File: src/rtl/noc_pkg.sv
// Shared definitions for the 5-port YX router: flit/address widths, port names
// and the packed header destination layout.
package noc_pkg;

  localparam int FLIT_W    = 32;
  localparam int ADDR_W    = 8;
  localparam int PKT_FLITS = 4;

  typedef enum logic [2:0] {
    N = 3'd0,
    S = 3'd1,
    W = 3'd2,
    E = 3'd3,
    L = 3'd4
  } dir_e;

  typedef struct packed {
    logic [3:0] y;
    logic [3:0] x;
  } hdr_addr_t;

  // Packet position classes of the flit currently at the buffer head.
  typedef enum logic {
    HEADER = 1'b0,
    BODY   = 1'b1
  } pkt_state_e;

endpackage

File: src/rtl/input_buffer_if.sv
// Link-side handshake and arbiter-side status bundle of one router input buffer.
// The upstream/arbiter side takes the master modport, the buffer the slave one.
interface input_buffer_if
  import noc_pkg::*;
#(
  parameter int DATA_WIDTH = FLIT_W,
  parameter int DEPTH      = 4
);

  localparam int CNT_W = $clog2(DEPTH) + 1;

  logic [DATA_WIDTH-1:0] ib_data_i;
  logic                  ib_valid_i;
  logic                  ib_ready_o;
  logic                  ib_read_i;
  logic [DATA_WIDTH-1:0] ib_data_o;
  logic                  ib_empty_o;
  logic                  ib_full_o;
  logic [CNT_W-1:0]      ib_count_o;
  logic                  ib_header_o;
  logic [ADDR_W-1:0]     ib_addr_header_o;

  modport master (
    output ib_data_i,
    output ib_valid_i,
    output ib_read_i,
    input  ib_ready_o,
    input  ib_data_o,
    input  ib_empty_o,
    input  ib_full_o,
    input  ib_count_o,
    input  ib_header_o,
    input  ib_addr_header_o
  );

  modport slave (
    input  ib_data_i,
    input  ib_valid_i,
    input  ib_read_i,
    output ib_ready_o,
    output ib_data_o,
    output ib_empty_o,
    output ib_full_o,
    output ib_count_o,
    output ib_header_o,
    output ib_addr_header_o
  );

endinterface

File: src/rtl/ib_fifo_core.sv
// First-word-fall-through FIFO storage: array, pointers and occupancy count.
// The head word is read combinationally so it is visible one cycle after its write.
module ib_fifo_core
  import noc_pkg::*;
#(
  parameter int DATA_WIDTH = FLIT_W,
  parameter int DEPTH      = 4,
  localparam int PTR_W     = $clog2(DEPTH),
  localparam int CNT_W     = PTR_W + 1
) (
  input  logic                  clk,
  input  logic                  reset,
  input  logic [DATA_WIDTH-1:0] wr_data_i,
  input  logic                  wr_valid_i,
  input  logic                  rd_en_i,
  output logic [DATA_WIDTH-1:0] rd_data_o,
  output logic                  empty_o,
  output logic                  full_o,
  output logic [CNT_W-1:0]      count_o,
  output logic                  rd_fire_o
);

  logic [DATA_WIDTH-1:0] mem_q [DEPTH];
  logic [PTR_W-1:0]      wr_ptr_q, wr_ptr_d;
  logic [PTR_W-1:0]      rd_ptr_q, rd_ptr_d;
  logic [CNT_W-1:0]      count_q, count_d;
  logic                  wr_fire;
  logic                  rd_fire;

  assign empty_o   = (count_q == '0);
  assign full_o    = (count_q == CNT_W'(DEPTH));
  assign count_o   = count_q;
  // No bypass in either direction: a full FIFO refuses writes even when read.
  assign wr_fire   = wr_valid_i && !full_o;
  assign rd_fire   = rd_en_i && !empty_o;
  assign rd_fire_o = rd_fire;
  assign rd_data_o = empty_o ? '0 : mem_q[rd_ptr_q];

  always_comb begin
    wr_ptr_d = wr_ptr_q;
    rd_ptr_d = rd_ptr_q;
    count_d  = count_q;
    if (wr_fire) begin
      wr_ptr_d = wr_ptr_q + PTR_W'(1);
    end
    if (rd_fire) begin
      rd_ptr_d = rd_ptr_q + PTR_W'(1);
    end
    if (wr_fire && !rd_fire) begin
      count_d = count_q + CNT_W'(1);
    end else if (rd_fire && !wr_fire) begin
      count_d = count_q - CNT_W'(1);
    end
  end

  always_ff @(posedge clk or negedge reset) begin
    if (!reset) begin
      wr_ptr_q <= '0;
      rd_ptr_q <= '0;
      count_q  <= '0;
    end else begin
      wr_ptr_q <= wr_ptr_d;
      rd_ptr_q <= rd_ptr_d;
      count_q  <= count_d;
    end
  end

  always_ff @(posedge clk) begin
    if (wr_fire) begin
      mem_q[wr_ptr_q] <= wr_data_i;
    end
  end

endmodule

File: src/rtl/input_buffer.sv
// Router input port buffer: FIFO plus a packet-position tracker that keeps the
// header destination stable on ib_addr_header_o while body flits drain.
module input_buffer
  import noc_pkg::*;
#(
  parameter int DATA_WIDTH = FLIT_W,
  parameter int DEPTH      = 4,
  parameter int PKT_FLITS  = noc_pkg::PKT_FLITS
) (
  input logic           clk,
  input logic           reset,
  input_buffer_if.slave bus
);

  localparam int CNT_W = $clog2(DEPTH) + 1;
  localparam int POS_W = $clog2(PKT_FLITS);

  logic [DATA_WIDTH-1:0] head_data;
  logic                  empty;
  logic                  full;
  logic [CNT_W-1:0]      count;
  logic                  rd_fire;

  logic [POS_W-1:0]      flit_pos_q, flit_pos_d;
  hdr_addr_t             hdr_addr_q, hdr_addr_d;
  pkt_state_e            state;

  ib_fifo_core #(
    .DATA_WIDTH (DATA_WIDTH),
    .DEPTH      (DEPTH)
  ) u_fifo (
    .clk        (clk),
    .reset      (reset),
    .wr_data_i  (bus.ib_data_i),
    .wr_valid_i (bus.ib_valid_i),
    .rd_en_i    (bus.ib_read_i),
    .rd_data_o  (head_data),
    .empty_o    (empty),
    .full_o     (full),
    .count_o    (count),
    .rd_fire_o  (rd_fire)
  );

  // Tracker state register.
  always_ff @(posedge clk or negedge reset) begin
    if (!reset) begin
      flit_pos_q <= '0;
      hdr_addr_q <= '0;
    end else begin
      flit_pos_q <= flit_pos_d;
      hdr_addr_q <= hdr_addr_d;
    end
  end

  // Next-state: advance one position per accepted read, capture the header address.
  always_comb begin
    flit_pos_d = flit_pos_q;
    hdr_addr_d = hdr_addr_q;
    if (rd_fire) begin
      if (flit_pos_q == POS_W'(PKT_FLITS - 1)) begin
        flit_pos_d = '0;
      end else begin
        flit_pos_d = flit_pos_q + POS_W'(1);
      end
      if (flit_pos_q == '0) begin
        hdr_addr_d = hdr_addr_t'(head_data[ADDR_W-1:0]);
      end
    end
  end

  // Outputs: live header address at a header flit, held address otherwise,
  // which also covers empty gaps in the middle of a packet.
  always_comb begin
    state                = (flit_pos_q == '0) ? HEADER : BODY;
    bus.ib_header_o      = (state == HEADER) && !empty;
    bus.ib_addr_header_o = hdr_addr_q;
    if (state == HEADER && !empty) begin
      bus.ib_addr_header_o = head_data[ADDR_W-1:0];
    end
  end

  assign bus.ib_data_o  = head_data;
  assign bus.ib_empty_o = empty;
  assign bus.ib_full_o  = full;
  assign bus.ib_ready_o = !full;
  assign bus.ib_count_o = count;

endmodule

File: src/flat_wrapper.sv
// flat-port wrapper written by rule: the top's interface ports become plain ports
module input_buffer_flat import noc_pkg::*;
#(
  parameter int DATA_WIDTH = FLIT_W,
  parameter int DEPTH      = 4,
  parameter int PKT_FLITS  = noc_pkg::PKT_FLITS
)
  (clk, reset, bus_ib_data_i, bus_ib_valid_i, bus_ib_read_i, bus_ib_ready_o, bus_ib_data_o, bus_ib_empty_o, bus_ib_full_o, bus_ib_count_o, bus_ib_header_o, bus_ib_addr_header_o);
  input_buffer_if #(.DATA_WIDTH(DATA_WIDTH), .DEPTH(DEPTH)) bus_i ();
  input logic clk;
  input logic reset;
  input wire logic [$bits(bus_i.ib_data_i)-1:0] bus_ib_data_i;
  input wire logic [$bits(bus_i.ib_valid_i)-1:0] bus_ib_valid_i;
  input wire logic [$bits(bus_i.ib_read_i)-1:0] bus_ib_read_i;
  output wire logic [$bits(bus_i.ib_ready_o)-1:0] bus_ib_ready_o;
  output wire logic [$bits(bus_i.ib_data_o)-1:0] bus_ib_data_o;
  output wire logic [$bits(bus_i.ib_empty_o)-1:0] bus_ib_empty_o;
  output wire logic [$bits(bus_i.ib_full_o)-1:0] bus_ib_full_o;
  output wire logic [$bits(bus_i.ib_count_o)-1:0] bus_ib_count_o;
  output wire logic [$bits(bus_i.ib_header_o)-1:0] bus_ib_header_o;
  output wire logic [$bits(bus_i.ib_addr_header_o)-1:0] bus_ib_addr_header_o;
  assign bus_i.ib_data_i = bus_ib_data_i;
  assign bus_i.ib_valid_i = bus_ib_valid_i;
  assign bus_i.ib_read_i = bus_ib_read_i;
  assign bus_ib_ready_o = bus_i.ib_ready_o;
  assign bus_ib_data_o = bus_i.ib_data_o;
  assign bus_ib_empty_o = bus_i.ib_empty_o;
  assign bus_ib_full_o = bus_i.ib_full_o;
  assign bus_ib_count_o = bus_i.ib_count_o;
  assign bus_ib_header_o = bus_i.ib_header_o;
  assign bus_ib_addr_header_o = bus_i.ib_addr_header_o;
  input_buffer #(.DATA_WIDTH(DATA_WIDTH), .DEPTH(DEPTH), .PKT_FLITS(PKT_FLITS)) u_core (.clk(clk), .reset(reset), .bus(bus_i));
endmodule
File: config.mk
export PLATFORM = sky130hd
export DESIGN_NAME = input_buffer_flat
export DESIGN_NICKNAME = d
export VERILOG_FILES = /design/src/rtl/noc_pkg.sv /design/src/rtl/input_buffer_if.sv /design/src/rtl/ib_fifo_core.sv /design/src/rtl/input_buffer.sv /design/src/flat_wrapper.sv
export SDC_FILE = /design/constraint.sdc
export NUM_CORES = 1
export LEC_CHECK = 0
export ABC_AREA = 1
export CAP_MARGIN = 20
export CORE_MARGIN = 3
export CORE_UTILIZATION = 45
export CTS_CLUSTER_DIAMETER = 30
export DETAILED_ROUTE_END_ITERATION = 6
export GPL_TIMING_DRIVEN = 0
export PLACE_DENSITY_LB_ADDON = 0.05
export SYNTH_ARGS = -nofsm -noshare
export SYNTH_HDL_FRONTEND = slang
export SYNTH_SLANG_ARGS = --single-unit
export TNS_END_PERCENT = 1
File: constraint.sdc
create_clock -name clk -period 2.28 [get_ports clk]
set_input_delay 0.228 -clock clk [delete_from_list [all_inputs] [get_ports clk]]
set_output_delay 0.228 -clock clk [all_outputs]
set_load 0.01 [all_outputs]
==> results_dict.tcl, run 1 <==
set metrics [dict create \
    global_route.usage.met2_pct 33.20 \
    outcome "finished with violations" \
    power.total_mw 11.38 \
    cts_hold_repair.buffers 0 \
    initial_core_util_pct 46.46 \
    critical_path.max_fanout 10 \
    die_y_um 123.4 \
    grt.busiest_layer "met2" \
    first_global_vias 4242 \
    number_of_max_cap_violations 0 \
    pin_count_of_the_biggest_net_entering_global_routing 21 \
    syn-mean-instance-area_um2 10.53 \
    placeableCoreArea_mm2 0.01335 \
    clk_pin_slew_worst_paths_ps 60 \
    slew_headroom_pct 43.63 \
    cts_buffer_depth 2 \
    ys.warnings.count 0 \
    synth_top_area_cell "sky130_fd_sc_hd__edfxtp_1" \
    criticalPathCategory "reg2out" \
    drtAntennaViolNets 0 \
    critical_path.startpoint_type "flip-flop" \
    tritoncts "done" \
    netlist_top_cells_area "sky130_fd_sc_hd__edfxtp_1 62%, sky130_fd_sc_hd__nand2_1 17%, sky130_fd_sc_hd__dfrtp_1 6.9%" \
    met1_usage_pct 23.90 \
    worst_slew_pin_slew_ps 842.9 \
    worstSetupEndpointType "output pin" \
    die_area_mm2 0.01522 \
    fin_crit_sh_pct 101.0 \
    timing.final.hold_violations 0 \
    synth.cell_area_mm2 0.006201 \
    yosysUniqueCellTypes 19 \
    drc_errors 0 \
    finalSetupViolCount 2 \
    insertion_delay_ps 410 \
    hold_path_class "in2async" \
    synthDominantCellAreaShare_pct 61.99 \
    post_layout_nets 738 \
    power_density_mw_per_mm2 1415 \
    hold_ws_ps 301.2 \
    final.setup.worst_slack_ps -23.38 \
    gp_routability_congestion 0.7326 \
    max-vdd-ir-drop_v 0.0005605 \
    most_common_cell_after_layout_fill_and_taps_aside "sky130_fd_sc_hd__nand2_1" \
    antenna_found_initial 0 \
    r2r_cells 9 \
    grt_pass1_wl_mm 21.69 \
    clock-skew-final_ps 5.772 \
    cts-buffers-inserted 17 \
    drt_first_iter_violations 210 \
    root_buffer_cell "sky130_fd_sc_hd__clkbuf_16" \
    io_buffers 82 \
    static-leakage-power_nw 3.573 \
    maxSlewViolCount 0 \
    chipWidth_um 123.4 \
    failed_checks "setup timing" \
    detail_route.first_pass.iterations 5 \
    ioPinCount 83 \
    grtUsageMet3_pct 4.254 \
    wl_per_cell_um 15.38 \
    antennaDiodeCount 0 \
    mostFrequentLayoutCells "288 x sky130_fd_sc_hd__nand2_1, 128 x sky130_fd_sc_hd__edfxtp_1, 47 x sky130_fd_sc_hd__inv_1, 47 x sky130_fd_sc_hd__clkdlybuf4s50_1, 31 x sky130_fd_sc_hd__a21oi_1" \
    max_freq_mhz 434.1 \
    critPathRequiredTime_ps 2050 \
    postCtsSetupRepairBufs 0 \
    detail_route.vias_per_cell 4.771 \
    syn_inst 589 \
    total_wirelength_mm 13.58 \
    place_hpwl_mm 8.863 \
    synth-seq-area-share_pct 68.85 \
    grt_usage_pct 19.14 \
    detailed_route_via_count 4213 \
    clock_tree.htree_level_count 4 \
    place_ws_ps 187.7 \
    drive_gt1_share_pct 11.03 \
    grt-ovfl-total 0 \
    grt_setup_unrepaired "yes" \
    period_minus_ws_final_ps 2303 \
    syn_to_final_growth_pct 29.64 \
    number_of_nets_in_the_synthesized_netlist 633 \
    clock-sinks 145 \
    core.rowCount 42 \
    critPathArrivalTime_ps 2080 \
    ys_seq_elements 145 \
]
## where the power goes
part / switching [mW] / total (mW) / internal [mW]
sequential: 0.194 / 3.74 / 3.54
combinational: 2.85 / 4.88 / 2.03
clock: 1.05 / 2.76 / 1.71
## registers in the layout (all words and copies together) (netlist names)
name and cells:
u_core.u_fifo.mem_q 128, u_core.u_fifo.rd_ptr_q 2, u_core.flit_pos_q 2, u_core.u_fifo.wr_ptr_q 2
u_core.hdr_addr_q 8, u_core.u_fifo.count_o 3
## final cells by class
| class | instances | area (um^2) |
|---|---|---|
| fill | 1122 | 5309 |
| sequential | 145 | 4272 |
| multi-input combinational | 368 | 1612 |
| timing repair buffer | 86 | 913.4 |
| clock buffer | 17 | 425.4 |
| buffer | 24 | 225.2 |
| tap | 176 | 220.2 |
| inverter | 52 | 202.7 |
| clock inverter | 15 | 168.9 |
## layer usage
layer	wire length (um)	vias to the layer above
met5	0	-
met4	153	0
met3	622	11
met2	6932	104
met1	5871	1987
li1	-	2111
## cells by family after synthesis
| logic type | Yosys count | synth area share (%) |
|---|---|---|
| XOR/XNOR | 5 | 0.7063 |
| AO/OA/AOI/OAI | 35 | 2.825 |
| adder cells (fa/ha/maj) | 8 | 1.735 |
| flip-flops | 145 | 68.85 |
| buffers and inverters | 76 | 5.912 |
| AND/OR/NAND/NOR | 320 | 19.98 |
## cell usage after synthesis
library cell / number
sky130_fd_sc_hd__edfxtp_1: 128
sky130_fd_sc_hd__a21oi_1: 32
sky130_fd_sc_hd__nand2_1: 289
sky130_fd_sc_hd__buf_4: 6
sky130_fd_sc_hd__fa_1: 1
sky130_fd_sc_hd__dfrtp_1: 17
sky130_fd_sc_hd__nor2_1: 9
sky130_fd_sc_hd__nand3_2: 1
sky130_fd_sc_hd__clkbuf_1: 1
sky130_fd_sc_hd__nand2_2: 4
sky130_fd_sc_hd__ha_1: 7
sky130_fd_sc_hd__buf_2: 11
sky130_fd_sc_hd__buf_6: 6
sky130_fd_sc_hd__o21ai_1: 3
sky130_fd_sc_hd__inv_2: 5
sky130_fd_sc_hd__inv_1: 47
sky130_fd_sc_hd__xor2_1: 3
sky130_fd_sc_hd__nand3_1: 17
sky130_fd_sc_hd__xnor2_1: 2
## critical path, stage by stage, from the launching register on
cell and delay (ps):
sky130_fd_sc_hd__dfrtp_1 360, sky130_fd_sc_hd__clkbuf_4 190, sky130_fd_sc_hd__inv_4 100, sky130_fd_sc_hd__buf_8 140
sky130_fd_sc_hd__nand3_1 120, sky130_fd_sc_hd__nand2_1 110, sky130_fd_sc_hd__nand2_1 50, sky130_fd_sc_hd__nand2_1 50
sky130_fd_sc_hd__clkdlybuf4s50_1 520
## worst paths after layout
path,to,slack [ps],startpoint
setup / recovery,bus_ib_addr_header_o[3],-20,u_core.u_fifo.rd_ptr_q[1]$_DFFE_PN0P_
min in group clk,u_core.u_fifo.mem_q[1][22]$_DFFE_PP_,460,bus_ib_data_i[22]
max in group asynchronous,u_core.u_fifo.count_o[1]$_DFFE_PN0P_,1400,reset
hold reg to reg,u_core.hdr_addr_q[4]$_DFFE_PN0P_,480,u_core.hdr_addr_q[4]$_DFFE_PN0P_
setup reg to reg,u_core.u_fifo.count_o[1]$_DFFE_PN0P_,270,u_core.u_fifo.count_o[0]$_DFFE_PN0P_
hold / removal,u_core.hdr_addr_q[7]$_DFFE_PN0P_,300,reset
## repair_timing
action                                  4_1_cts  5_1_grt
pin swaps                                     0        0
resized for setup                            43       20
endpoints found under the setup margin       39       18
## metrics by stage
stage / util [%] / area, um^2 / std cells / setup TNS [ps]
3_3_place_gp: 54.26 / 7242 / 847 / -188140
4_1_cts: 59.84 / 7988 / 883 / -768.5
3_5_place_dp: 55.19 / 7367 / 851 / 0
6_report: 60.23 / 8039 / 883 / -36.78
5_1_grt: 60.23 / 8039 / 883 / -498.3
2_1_floorplan: - / 6201 / 589 / -41390
No activity file was read; power rests on OpenSTA's default activity.
==> inputs of run 2 (changes only) <==
--- a/config.mk
+++ b/config.mk
@@ -13,6 +13,7 @@
 export DETAILED_ROUTE_END_ITERATION = 6
 export GPL_TIMING_DRIVEN = 0
 export PLACE_DENSITY_LB_ADDON = 0.05
+export SKIP_LAST_GASP = 1
 export SYNTH_ARGS = -nofsm -noshare
 export SYNTH_HDL_FRONTEND = slang
 export SYNTH_SLANG_ARGS = --single-unit
==> run 2 against run 1 <==
Compared with the run above:
- the flow still finishes with violations (setup timing)
- clock skew up 1.7 ps
- clock-buffer cell count unchanged
- first-iteration DRC count is 32% higher
- sequential share of layout area up 0.37 points
- worst setup slack lost 87 ps
- combinational power rose by 3%
- routed wire length about the same
- power rose by 1.4%
- clock power barely moved
- register-to-register slack worse by 40 ps
- global-route usage about the same
==> results_dict.tcl, run 2 (synthesis results as in run 1) <==
set metrics [dict create \
    pin_count_of_the_biggest_net_entering_global_routing 21 \
    io_buffers 82 \
    hold_path_class "in2async" \
    cts-buffers-inserted 17 \
    grt_pass1_wl_mm 21.65 \
    slew_headroom_pct 45.40 \
    number_of_max_cap_violations 0 \
    ioPinCount 83 \
    power.total_mw 11.54 \
    criticalPathCategory "reg2out" \
    postCtsSetupRepairBufs 0 \
    detailed_route_via_count 4202 \
    worstSetupEndpointType "output pin" \
    place_area_mm2 0.007367 \
    insertion_delay_ps 410 \
    worst_setup_path_startpoint "u_core.u_fifo.rd_ptr_q[1]$_DFFE_PN0P_" \
    cts_buffer_depth 2 \
    wl_per_cell_um 15.39 \
    hold_ws_ps 287.8 \
    core.rowCount 42 \
    most_common_cell_after_layout_fill_and_taps_aside "sky130_fd_sc_hd__nand2_1" \
    period_minus_ws_final_ps 2391 \
    gp_routability_congestion 0.7326 \
    initial_core_util_pct 46.46 \
    total_wirelength_mm 13.59 \
    max-vdd-ir-drop_v 0.0005570 \
    clock-skew-final_ps 7.491 \
    antenna_found_initial 0 \
    critical_path.startpoint_type "flip-flop" \
    critical_path.max_fanout 10 \
    placed_cells_incl_taps 851 \
    fin_crit_sh_pct 104.9 \
    drc_errors 0 \
    chipWidth_um 123.4 \
    syn_to_final_growth_pct 28.71 \
    failed_checks "setup timing" \
    finalSetupViolCount 35 \
    clock-sinks 145 \
    grt-ovfl-total 0 \
    die_y_um 123.4 \
    final_cell_count_no_fill 883 \
    final.setup.worst_slack_ps -110.7 \
    detail_route.vias_per_cell 4.759 \
    clock_tree.htree_level_count 4 \
    drtAntennaViolNets 0 \
    final_non_filler_cell_area_mm2 0.007981 \
    timing.final.hold_violations 0 \
    largest_register "u_core.u_fifo.mem_q" \
    power_density_mw_per_mm2 1446 \
    root_buffer_cell "sky130_fd_sc_hd__clkbuf_16" \
    first_global_vias 4243 \
    cts_hold_repair.buffers 0 \
    critPathArrivalTime_ps 2160 \
    outcome "finished with violations" \
    die_area_mm2 0.01522 \
    placeableCoreArea_mm2 0.01335 \
    mostFrequentLayoutCells "289 x sky130_fd_sc_hd__nand2_1, 128 x sky130_fd_sc_hd__edfxtp_1, 80 x sky130_fd_sc_hd__clkdlybuf4s50_1" \
    antennaDiodeCount 0 \
    clk_pin_slew_worst_paths_ps 60 \
    layout.core_utilization_pct 59.80 \
    drive_gt1_share_pct 10.33 \
    tritoncts "done" \
    place_hpwl_mm 8.863 \
    drt_first_iter_violations 277 \
    post_layout_nets 738 \
    crit-reg2reg-launch "u_core.u_fifo.count_o[0]$_DFFE_PN0P_" \
    worst_slew_pin_slew_ps 816.4 \
    max_freq_mhz 418.3 \
    grt_usage_pct 19.15 \
    grt_setup_unrepaired "yes" \
    critPathRequiredTime_ps 2050 \
    number_of_flip_flops_in_the_largest_register 128 \
    maxSlewViolCount 0 \
    static-leakage-power_nw 3.380 \
    detail_route.first_pass.iterations 4 \
    finalSetupTns_ps -2269 \
    place_ws_ps 187.7 \
]
[run 2: timing repair]
action,in CTS,in global routing
endpoints found under the setup margin,39,42
hold endpoints to repair,0,0
gates resized for setup,6,4
[run 2: layout make-up]
cell class	instances	area, um^2
Clock inverter	15	168.9
Multi-Input combinational cell	368	1595
Buffer	24	188.9
Inverter	52	195.2
Sequential cell	145	4270
Tap cell	176	220.2
Fill cell	1114	5366
Clock buffer	17	425.4
Timing Repair Buffer	86	917.1
[run 2: layer usage]
| metal | global-route usage (%) | share of wire (%) | wire (um) |
|---|---|---|---|
| met5 | 0 | 0 | 0 |
| met2 | 33.20 | 52 | 7000 |
| met4 | 6.021 | 1.1 | 153 |
| met3 | 4.163 | 4.6 | 622 |
| met1 | 24.00 | 43 | 5812 |
[run 2: worst paths after layout]
kind	endpoint	cells after the start	slack (ps)
setup / recovery	bus_ib_addr_header_o[7]	7	-110
hold / removal	u_core.hdr_addr_q[2]$_DFFE_PN0P_	1	290
setup reg to reg	u_core.u_fifo.count_o[2]$_DFFE_PN0P_	11	230
hold reg to reg	u_core.hdr_addr_q[4]$_DFFE_PN0P_	2	480
max in group asynchronous	u_core.u_fifo.count_o[0]$_DFFE_PN0P_	1	1430
min in group clk	u_core.u_fifo.mem_q[0][6]$_DFFE_PP_	1	460
[run 2: critical path, cell delays in order, from the launching register on]
cell,delay (ps)
sky130_fd_sc_hd__dfrtp_1,320
sky130_fd_sc_hd__buf_2,210
sky130_fd_sc_hd__buf_2,290
sky130_fd_sc_hd__nand3_1,140
sky130_fd_sc_hd__nand2_1,130
sky130_fd_sc_hd__nand2_1,70
sky130_fd_sc_hd__nand2_1,60
sky130_fd_sc_hd__clkdlybuf4s50_1,520
[run 2: power by group]
| part | leakage, nW | internal, mW | switching [mW] |
|---|---|---|---|
| Clock | 0.268 | 1.71 | 1.05 |
| Sequential | 1.38 | 3.54 | 0.190 |
| Combinational | 1.73 | 2.22 | 2.83 |
| Total | 3.38 | 7.47 | 4.07 |
==> inputs of run 3 (changes only) <==
--- a/config.mk
+++ b/config.mk
@@ -8,7 +8,7 @@
 export ABC_AREA = 1
 export CAP_MARGIN = 20
 export CORE_MARGIN = 3
-export CORE_UTILIZATION = 45
+export CORE_UTILIZATION = 30
 export CTS_CLUSTER_DIAMETER = 30
 export DETAILED_ROUTE_END_ITERATION = 6
 export GPL_TIMING_DRIVEN = 0
==> run 3 against run 2 <==
Compared with the run above:
- the run still ends with setup timing left
- worst setup slack lost 38 ps
- sequential share of layout area shrank 0.48 points
- critical path type unchanged
- utilization shrank 19 points
==> results_dict.tcl, run 3 (synthesis results as in run 1) <==
set metrics [dict create \
    power.total_mw 11.49 \
    antennaDiodeCount 0 \
    path_depth 8 \
    insertion_delay_ps 410 \
    drtAntennaViolNets 0 \
    pin_count_of_the_biggest_net_entering_global_routing 27 \
    tritoncts "done" \
    max-vdd-ir-drop_v 0.0006500 \
    mostFrequentLayoutCells "289 x sky130_fd_sc_hd__nand2_1, 128 x sky130_fd_sc_hd__edfxtp_1, 80 x sky130_fd_sc_hd__clkdlybuf4s50_1" \
    drc_errors 0 \
    power_density_mw_per_mm2 1426 \
    failed_checks "setup timing" \
    root_buffer_cell "sky130_fd_sc_hd__clkbuf_16" \
    clk_pin_slew_worst_paths_ps 60 \
    clock_power_share_pct 22.4 \
    number_of_flip_flops_in_the_largest_register 128 \
    grt_usage_pct 14.28 \
    clock-skew-final_ps 8.695 \
    detail_route.vias_per_cell 4.326 \
    first_global_vias 4276 \
    critical_path.n_buffers_inverters 4 \
    core.rowCount 51 \
    worstSetupEndpointType "output pin" \
    r2r_cells 9 \
    cts_buffer_depth 2 \
    die_area_mm2 0.02243 \
    critical_path.max_fanout 10 \
    combinationalPowerShare_pct 45.2 \
    gp_routability_congestion 0.6888 \
    clock_tree.htree_level_count 4 \
    static-leakage-power_nw 3.378 \
    chipWidth_um 149.8 \
    placed_cells_incl_taps 940 \
    largest_register "u_core.u_fifo.mem_q" \
    cpMaxStageDelayCell "sky130_fd_sc_hd__clkdlybuf4s50_1" \
    hold_path_class "in2async" \
    cts_repair_resize_count 11 \
    crit_chain "inv_2, buf_6, buf_4, nand2_1, nand2_1, nand2_1, a21oi_1, clkdlybuf4s50_1" \
    post_layout_nets 738 \
    final.setup.worst_slack_ps -149.0 \
    detail_route.first_pass.iterations 4 \
    die_y_um 149.8 \
    fin_crit_sh_pct 106.5 \
    maxSlewViolCount 0 \
    place_hpwl_mm 9.855 \
    wl_per_cell_um 15.55 \
    grt-ovfl-total 0 \
    placeableCoreArea_mm2 0.01991 \
    cp_common_cell "sky130_fd_sc_hd__nand2_1" \
    drt_first_iter_violations 210 \
    grt_setup_unrepaired "yes" \
    layout.core_utilization_pct 40.44 \
    antenna_found_initial 0 \
    path_delay_family "buffers and inverters" \
    postCtsSetupRepairBufs 0 \
    ioPinCount 83 \
    outcome "finished with violations" \
    power_switching_share_pct 36.64 \
    number_of_max_cap_violations 0 \
    timing.final.hold_violations 0 \
    period_minus_ws_final_ps 2429 \
    clock-sinks 145 \
    critical_path.startpoint_type "flip-flop" \
    critPathRequiredTime_ps 2050 \
    total_wirelength_mm 15.11 \
    final_cell_count_no_fill 972 \
    initial_core_util_pct 31.15 \
    max_freq_mhz 411.7 \
    share_seq_of_total_power_pct 32.5 \
    timing.critical_path.slowest_cell_delay_ps 600 \
    detailed_route_via_count 4205 \
    cts-buffers-inserted 17 \
    layout.filler_cells 1933 \
    worst_slew_pin_slew_ps 888.2 \
    critPathArrivalTime_ps 2200 \
    io_buffers 82 \
    syn_to_final_growth_pct 29.84 \
    cell_internal_pwr_mw 7.277 \
    place_ws_ps 89.90 \
    finalSetupTns_ps -2561 \
    cts_hold_repair.buffers 0 \
    finalSetupViolCount 37 \
    drive_gt1_share_pct 10.33 \
    most_common_cell_after_layout_fill_and_taps_aside "sky130_fd_sc_hd__nand2_1" \
    grt_pass1_wl_mm 23.70 \
    criticalPathCategory "reg2out" \
    netSwitchingPower_mw 4.208 \
    slew_headroom_pct 40.60 \
]
run 3: cell count changes in the layout (fill, tap and decap cells not counted), sizes merged:
cell / change
buf: +1
bufinv: -2
clkbuf: +1
clkinv: +2
clkinvlp: -4
inv: +2
run 3: per-layer routing:
| layer | share of wire [%] | global-route usage (%) |
|---|---|---|
| met5 | 0 | 0 |
| met4 | 1.1 | 4.437 |
| met3 | 4.2 | 3.846 |
| met2 | 50 | 24.64 |
| met1 | 45 | 17.49 |
run 3: cell type report:
| cell class | count | area [um^2] | area share, % |
|---|---|---|---|
| inverters | 52 | 195.2 | 2.424 |
| clock buffers | 19 | 432.9 | 5.377 |
| repair buffers | 86 | 917.1 | 11.39 |
| well taps | 265 | 331.6 | 4.118 |
| multi-input cells | 368 | 1599 | 19.86 |
| clock inverters | 13 | 112.6 | 1.399 |
| flip-flops and latches | 145 | 4269 | 53.02 |
| plain buffers | 24 | 193.9 | 2.409 |
run 3: metrics by stage:
step / cell area [um^2] / hold slack, ps
finish: 8051 / 317.3
CTS: 8049 / 333.5
global route: 8051 / 387.6
global placement: 7353 / 461.6
floorplan: 6201 / -67.59
detailed placement: 7478 / 465.3
run 3: final timing paths:
kind	slack (ps)	from	to
hold reg to reg	480	u_core.hdr_addr_q[6]$_DFFE_PN0P_	u_core.hdr_addr_q[6]$_DFFE_PN0P_
setup / recovery	-150	u_core.u_fifo.rd_ptr_q[0]$_DFFE_PN0P_	bus_ib_data_o[21]
hold / removal	320	reset	u_core.hdr_addr_q[6]$_DFFE_PN0P_
max in group asynchronous	1420	reset	u_core.u_fifo.rd_ptr_q[1]$_DFFE_PN0P_
setup reg to reg	220	u_core.u_fifo.count_o[0]$_DFFE_PN0P_	u_core.u_fifo.count_o[1]$_DFFE_PN0P_
min in group clk	450	bus_ib_data_i[24]	u_core.u_fifo.mem_q[2][24]$_DFFE_PP_
run 3: power by group through the flow:
stage          Clock (mW)  Sequential, mW  Combinational (mW)
6_report             2.57            3.73                5.19
3_3_place_gp            0            3.81                5.07
5_1_grt              2.77            3.78                5.83
4_1_cts              2.64            3.73                5.35
3_5_place_dp            0            3.79                5.26
2_1_floorplan           0            3.78                2.75
